[src/rtl/wb_pkg.sv]
// Shared types and default widths for the Wishbone master slice.
package wb_pkg;

    localparam int unsigned WB_DEFAULT_WIDTH      = 8;
    localparam int unsigned WB_DEFAULT_ADDR_LINES = 16;
    localparam int unsigned WB_DEFAULT_TIMEOUT    = 255;
    localparam int unsigned WB_TIMEOUT_BITS       = 16;

    typedef enum logic [1:0] {
        ST_IDLE  = 2'd0,
        ST_ISSUE = 2'd1,
        ST_WAIT  = 2'd2,
        ST_RESP  = 2'd3
    } wb_state_e;

endpackage : wb_pkg

[src/rtl/wb_timeout.sv]
// Bus-cycle watchdog: counts enabled cycles since clear, flags the last allowed one.
module wb_timeout
    import wb_pkg::*;
#(
    parameter int unsigned TIMEOUT_CYCLES = WB_DEFAULT_TIMEOUT
) (
    input  logic i_clk,
    input  logic i_rst,
    input  logic i_clear,
    input  logic i_enable,
    output logic o_expired
);

    localparam logic [WB_TIMEOUT_BITS-1:0] LAST_CNT = WB_TIMEOUT_BITS'(TIMEOUT_CYCLES - 1);

    logic [WB_TIMEOUT_BITS-1:0] count_q;
    logic [WB_TIMEOUT_BITS-1:0] count_d;

    always_comb begin
        count_d = count_q;
        if (i_clear) begin
            count_d = '0;
        end else if (i_enable && (count_q != LAST_CNT)) begin
            count_d = count_q + 1'b1;
        end
    end

    always_ff @(posedge i_clk or posedge i_rst) begin
        if (i_rst) begin
            count_q <= '0;
        end else begin
            count_q <= count_d;
        end
    end

    // Fires during the TIMEOUT_CYCLES-th busy cycle so the abort lands right after it.
    assign o_expired = i_enable && !i_clear && (count_q == LAST_CNT);

endmodule : wb_timeout

[src/rtl/wishbone_master.sv]
// Single-outstanding Wishbone pipelined master (IDLE -> ISSUE -> WAIT -> RESP).
// Optional bus timeout abort enabled by defining WB_MASTER_TIMEOUT_EN.
module wishbone_master
    import wb_pkg::*;
#(
    parameter int unsigned WIDTH          = WB_DEFAULT_WIDTH,
    parameter int unsigned ADDR_LINES     = WB_DEFAULT_ADDR_LINES,
    parameter int unsigned TIMEOUT_CYCLES = WB_DEFAULT_TIMEOUT
) (
    input  logic                  i_clk,
    input  logic                  i_rst,
    input  logic                  i_req_valid,
    output logic                  o_req_ready,
    input  logic                  i_req_we,
    input  logic [ADDR_LINES-1:0] i_req_addr,
    input  logic [WIDTH-1:0]      i_req_data,
    output logic                  o_rsp_valid,
    output logic [WIDTH-1:0]      o_rsp_data,
    output logic                  o_rsp_err,
    output logic                  o_wb_cyc,
    output logic                  o_wb_stb,
    output logic                  o_wb_we,
    output logic [ADDR_LINES-1:0] o_wb_addr,
    output logic [WIDTH-1:0]      o_wb_data,
    input  logic                  i_wb_ack,
    input  logic                  i_wb_stall,
    input  logic [WIDTH-1:0]      i_wb_data
);

    if ((TIMEOUT_CYCLES < 1) || (TIMEOUT_CYCLES > 65535)) begin : g_bad_timeout
        $error("wishbone_master: TIMEOUT_CYCLES must be within 1..65535");
    end

    wb_state_e             state_q;
    logic                  cyc_q;
    logic                  stb_q;
    logic                  we_q;
    logic [ADDR_LINES-1:0] addr_q;
    logic [WIDTH-1:0]      data_q;
    logic                  rsp_valid_q;
    logic [WIDTH-1:0]      rsp_data_q;
    logic                  rsp_err_q;

    logic accept;
    logic busy;
    logic tmo_expired;

    assign accept = (state_q == ST_IDLE) && i_req_valid;
    assign busy   = (state_q == ST_ISSUE) || (state_q == ST_WAIT);

`ifdef WB_MASTER_TIMEOUT_EN
    wb_timeout #(
        .TIMEOUT_CYCLES(TIMEOUT_CYCLES)
    ) u_timeout (
        .i_clk     (i_clk),
        .i_rst     (i_rst),
        .i_clear   (accept),
        .i_enable  (busy),
        .o_expired (tmo_expired)
    );
`else
    assign tmo_expired = 1'b0;
`endif

    always_ff @(posedge i_clk or posedge i_rst) begin
        if (i_rst) begin
            state_q     <= ST_IDLE;
            cyc_q       <= 1'b0;
            stb_q       <= 1'b0;
            we_q        <= 1'b0;
            addr_q      <= '0;
            data_q      <= '0;
            rsp_valid_q <= 1'b0;
            rsp_data_q  <= '0;
            rsp_err_q   <= 1'b0;
        end else begin
            rsp_valid_q <= 1'b0;
            unique case (state_q)
                ST_IDLE: begin
                    if (accept) begin
                        we_q    <= i_req_we;
                        addr_q  <= i_req_addr;
                        data_q  <= i_req_data;
                        cyc_q   <= 1'b1;
                        stb_q   <= 1'b1;
                        state_q <= ST_ISSUE;
                    end
                end
                ST_ISSUE: begin
                    // Ack is meaningless until the strobe has been taken; only stall matters here.
                    if (tmo_expired) begin
                        cyc_q       <= 1'b0;
                        stb_q       <= 1'b0;
                        rsp_valid_q <= 1'b1;
                        rsp_data_q  <= '0;
                        rsp_err_q   <= 1'b1;
                        state_q     <= ST_RESP;
                    end else if (!i_wb_stall) begin
                        stb_q   <= 1'b0;
                        state_q <= ST_WAIT;
                    end
                end
                ST_WAIT: begin
                    if (i_wb_ack) begin
                        cyc_q       <= 1'b0;
                        rsp_valid_q <= 1'b1;
                        rsp_data_q  <= we_q ? '0 : i_wb_data;
                        rsp_err_q   <= 1'b0;
                        state_q     <= ST_RESP;
                    end else if (tmo_expired) begin
                        cyc_q       <= 1'b0;
                        stb_q       <= 1'b0;
                        rsp_valid_q <= 1'b1;
                        rsp_data_q  <= '0;
                        rsp_err_q   <= 1'b1;
                        state_q     <= ST_RESP;
                    end
                end
                ST_RESP: begin
                    state_q <= ST_IDLE;
                end
                default: begin
                    state_q <= ST_IDLE;
                end
            endcase
        end
    end

    assign o_req_ready = (state_q == ST_IDLE);
    assign o_rsp_valid = rsp_valid_q;
    assign o_rsp_data  = rsp_data_q;
    assign o_rsp_err   = rsp_err_q;
    assign o_wb_cyc    = cyc_q;
    assign o_wb_stb    = stb_q;
    assign o_wb_we     = we_q;
    assign o_wb_addr   = addr_q;
    assign o_wb_data   = data_q;

endmodule : wishbone_master

[config.mk]
export PLATFORM = sky130hd
export DESIGN_NAME = wishbone_master
export DESIGN_NICKNAME = d
export VERILOG_FILES = /design/src/rtl/wb_pkg.sv /design/src/rtl/wb_timeout.sv /design/src/rtl/wishbone_master.sv
export SDC_FILE = /design/constraint.sdc
export NUM_CORES = 1
export LEC_CHECK = 0
export BUFFER_PORTS_ARGS = -buffer_cell sky130_fd_sc_hd__buf_2
export CAP_MARGIN = 20
export CORE_MARGIN = 5
export CORE_UTILIZATION = 45
export DETAILED_ROUTE_END_ITERATION = 12
export PLACE_DENSITY = 0.89
export SYNTH_ARGS = -nofsm -noshare
export SYNTH_HDL_FRONTEND = slang
export SYNTH_HIERARCHICAL = 1
export SYNTH_SLANG_ARGS = --single-unit
[constraint.sdc]
create_clock -name i_clk -period 2.02 [get_ports i_clk]
set_input_delay 0.101 -clock i_clk [delete_from_list [all_inputs] [get_ports i_clk]]
set_output_delay 0.101 -clock i_clk [all_outputs]
set_load 0.02 [all_outputs]
==> impl_metrics.toml <==
[timing]
final.setup.tns_ns = 0
number_of_hold_violations_in_the_final_report = 0
max_clock_freq_mhz = 600.7
setup_viol = 0
final_min_period_over_clock_period = 0.8241
clock_skew_ns = 0.006766
rsz0062_at_grt = "false"
timing.final.max_slew_violations = 0
fin_crit_ns = 1.665

[status]
run_status = "finished clean"

[yosys]
ys_async_sr_fraction = 1.000
netlist_top_cells_count = "38 x dfrtp_1, 25 x mux2_2, 10 x o21ai_0"
syn_nets = 159
ys.flop_type = "dfrtp_1"
netlist_top_cells_area = "dfrtp_1 60%, mux2_2 18%, ha_1 4.0%, nand2b_1 3.2%, o21ai_0 3.2%"
synth_enable_flop_cells = 0
yosysTopAreaCellShare = 0.6037
synth_largest_area_cell = "dfrtp_1"
synth_cells = 116
syn_area_mm2 = 0.001575
post-synth-top-count-cell = "dfrtp_1"
ys_seq_elements = 38
yosysSeqAreaShare = 0.6037
syn_avg_cell_area_um2 = 13.58
yosys_warnings = 6
post_synth_num_cell_types = 19

[worst_hold_path]
min_from = "i_wb_data[1]"
worst_hold_path.num_cells = 3
worst_hold_path_type = "primary input to register"
hold_end = "o_rsp_data[1]$_DFFE_PP0P_"

[global_route]
track_usage = 0.1767
global_route.overflow_total = 0
grt_antenna_before_repair = 0
grt_pass1_wl_um = 6651
grt_pass1_vias = 1374
largest_net_degree_at_the_start_of_global_routing = 39

[setup_path]
cp_slowest_stage_delay_ns = 0.42
cell_chain_critical_path = "inv_1 -> ha_1 -> nor2b_4 -> a221o_2 -> mux2_4"
slowest_stage = "dfrtp_1"
worst-r2r-setup-slack_ns = 0.36
worst-endpoint-arrival_ns = 1.89
timing.critical_path.required_ns = 2.25
critPathLaunchType = "register"
crit-reg2reg-capture = "state_q[1]$_DFFE_PP0P_"
reg2reg_depth = 5
crit_fanout = 5
endpoint_kind = "register"
r2r-start = "state_q[1]$_DFFE_PP0P_"
path_class = "register to register"

[drt]
route.detailed.wl_per_inst_um = 14.26
drt_pre_antenna_iters = 4
dr_total_vias = 1231
totalWireLength_um = 3864
antenna_violation_net_count_after_detailed_routing = 0
initialDrtViolationCount = 41
remaining_drc_errors = 0
vias_per_cell = 4.542

[die]
dieHeight_um = 69.17
die_w_um = 69.17
core_footprint_mm2 = 0.003363
ioPinCount = 76
floorplan.rows = 21
floorplan.initialDensity = 0.4684
die_area_mm2 = 0.004784

[place]
final_weighted_congestion_of_routability_driven_global_placement = 0.7495
post_dp_cell_area_mm2 = 0.001984
port_buffers = 74
post_detailed_placement_half_perimeter_wirelength_um = 2467
placed_cells = 234

[run]
max_cap_violations = 0

[layout]
final.fill_count = 242
stdcell_count = 271
area_growth_syn_to_layout_pct = 49.17
design.final.nets = 267
antenna-diode-count = 0
layout-drive-gt1-share = 0.4933
fin_area_mm2 = 0.002350

[clocking]
clock_tree.buffer_depth = 2
cts_inserted_buffers = 5
worstSkewPairLatency_ns = 0.34
ctsHtreeMaxLevel = 2
ctsRootBufferMaster = "clkbuf_4"
cts_tree = "yes"
path_clk_slew_ns = 0.10
cts.sink_count = 38

[pwr]
ir_drop_v = 0.0007331
seq_power_share = 0.377
intPower_mw = 2.154
static-leakage-power_nw = 1.198
clock_group_share_of_total_power = 0.138
power.switching_fraction = 0.3948
power_density_over_cell_area_mw_per_mm2 = 1514
p_comb_frac = 0.485
total_switching_power_mw = 1.405
design_power_total_mw = 3.559
-- flip-flops by register name (all words and copies together) (netlist names) --
register and flops:
o_wb_stb 1, o_rsp_valid 1, o_wb_data 8, o_wb_we 1, o_rsp_data 8, state_q 2, o_wb_cyc 1, o_wb_addr 16
-- worst max path at each step --
stage	startpoint	end	slack (ns)	cells past startpoint
floorplan	state_q[1]$_DFFE_PP0P_	state_q[1]$_DFFE_PP0P_	0.38	5
global placement	state_q[1]$_DFFE_PP0P_	state_q[1]$_DFFE_PP0P_	0.43	5
detailed placement	state_q[1]$_DFFE_PP0P_	state_q[1]$_DFFE_PP0P_	0.38	5
CTS	state_q[1]$_DFFE_PP0P_	state_q[1]$_DFFE_PP0P_	0.35	5
global route	state_q[1]$_DFFE_PP0P_	o_wb_addr[2]$_DFFE_PP0P_	0.25	5
finish	state_q[1]$_DFFE_PP0P_	state_q[1]$_DFFE_PP0P_	0.36	5
-- placed cells by master (no fill, tap or decap) --
master,synthesis,routed
mux2_4,1,1
nand2b_1,8,8
conb_1,1,1
inv_1,6,6
dfrtp_1,38,38
nand2_1,9,9
buf_2,0,74
o21ai_0,10,10
a21oi_1,1,1
buf_4,1,2
a221o_2,1,1
ha_1,5,5
nor2_1,2,2
mux2_2,25,25
nor2b_4,1,1
mux2i_1,2,2
bufinv_16,0,1
clkbuf_4,0,5
nand2_2,1,1
dlygate4sd3_1,0,29
clkbuf_1,1,2
a211oi_1,1,1
-- layer usage --
layer | wire [um] | GRT usage | vias to the layer above
met5 | 0 | 0 | -
met4 | 47 | 0.04772 | 0
met3 | 300 | 0.07994 | 6
met2 | 2003 | 0.3061 | 52
met1 | 1512 | 0.1950 | 569
li1 | - | - | 604
-- repair_timing --
action	CTS	global route
resized for setup	0	0
endpoints found under the hold margin	66	0
setup buffers	0	0
hold buffers	29	0
endpoints found under the setup margin	0	0
-- power groups by stage --
| stage | Sequential, mW | Combinational [mW] | Clock [mW] |
|---|---|---|---|
| floorplan | 1.78 | 0.712 | 0 |
| global placement | 1.33 | 1.65 | 0 |
| detailed placement | 1.35 | 1.69 | 0 |
| CTS | 1.34 | 1.73 | 0.510 |
| global route | 1.40 | 1.88 | 0.553 |
| finish | 1.34 | 1.73 | 0.490 |
-- area by class of cell --
cell class	count	area, um^2	share of cell area
inverters	6	22.52	0.009585
flip-flops and latches	38	950.9	0.4047
repair buffers	105	675.6	0.2875
multi-input cells	68	568.0	0.2417
well taps	46	57.56	0.02449
clock inverters	1	30.03	0.01278
clock buffers	7	45.04	0.01917
-- logic make-up (layout without fill, tap and decap cells) --
| group | count (synthesis) | after routing | synth area share |
|---|---|---|---|
| DFF | 38 | 38 | 0.6037 |
| muxes | 28 | 28 | 0.2010 |
| and+or+nand+nor | 21 | 21 | 0.07069 |
| AOI/OAI and AO/OA | 13 | 13 | 0.04686 |
| buffers and inverters | 10 | 119 | 0.03574 |
| adders and majority gates | 5 | 5 | 0.03971 |
| other | 1 | 1 | 0.002381 |
-- critical path: cells and delay by family, from the launching register on --
| kind | cells | cell delay, ns |
|---|---|---|
| DFF | 1 | 0.42 |
| AOI/OAI and AO/OA | 1 | 0.33 |
| muxes | 1 | 0.30 |
| adders and majority gates | 1 | 0.25 |
| and+or+nand+nor | 1 | 0.15 |
| buffers and inverters | 1 | 0.10 |
-- per-stage QoR --
step             util  worst slack, ns  hold slack (ns)
5_1_grt        0.6987           0.2475         0.008171
3_5_place_dp   0.5900           0.3753           0.2449
4_1_cts        0.6987           0.3526         0.001898
6_report       0.6987           0.3552          0.02194
2_1_floorplan       -           0.3820           0.2500
3_3_place_gp   0.5900           0.4345           0.2304
Power figures use the tool's default switching activity.
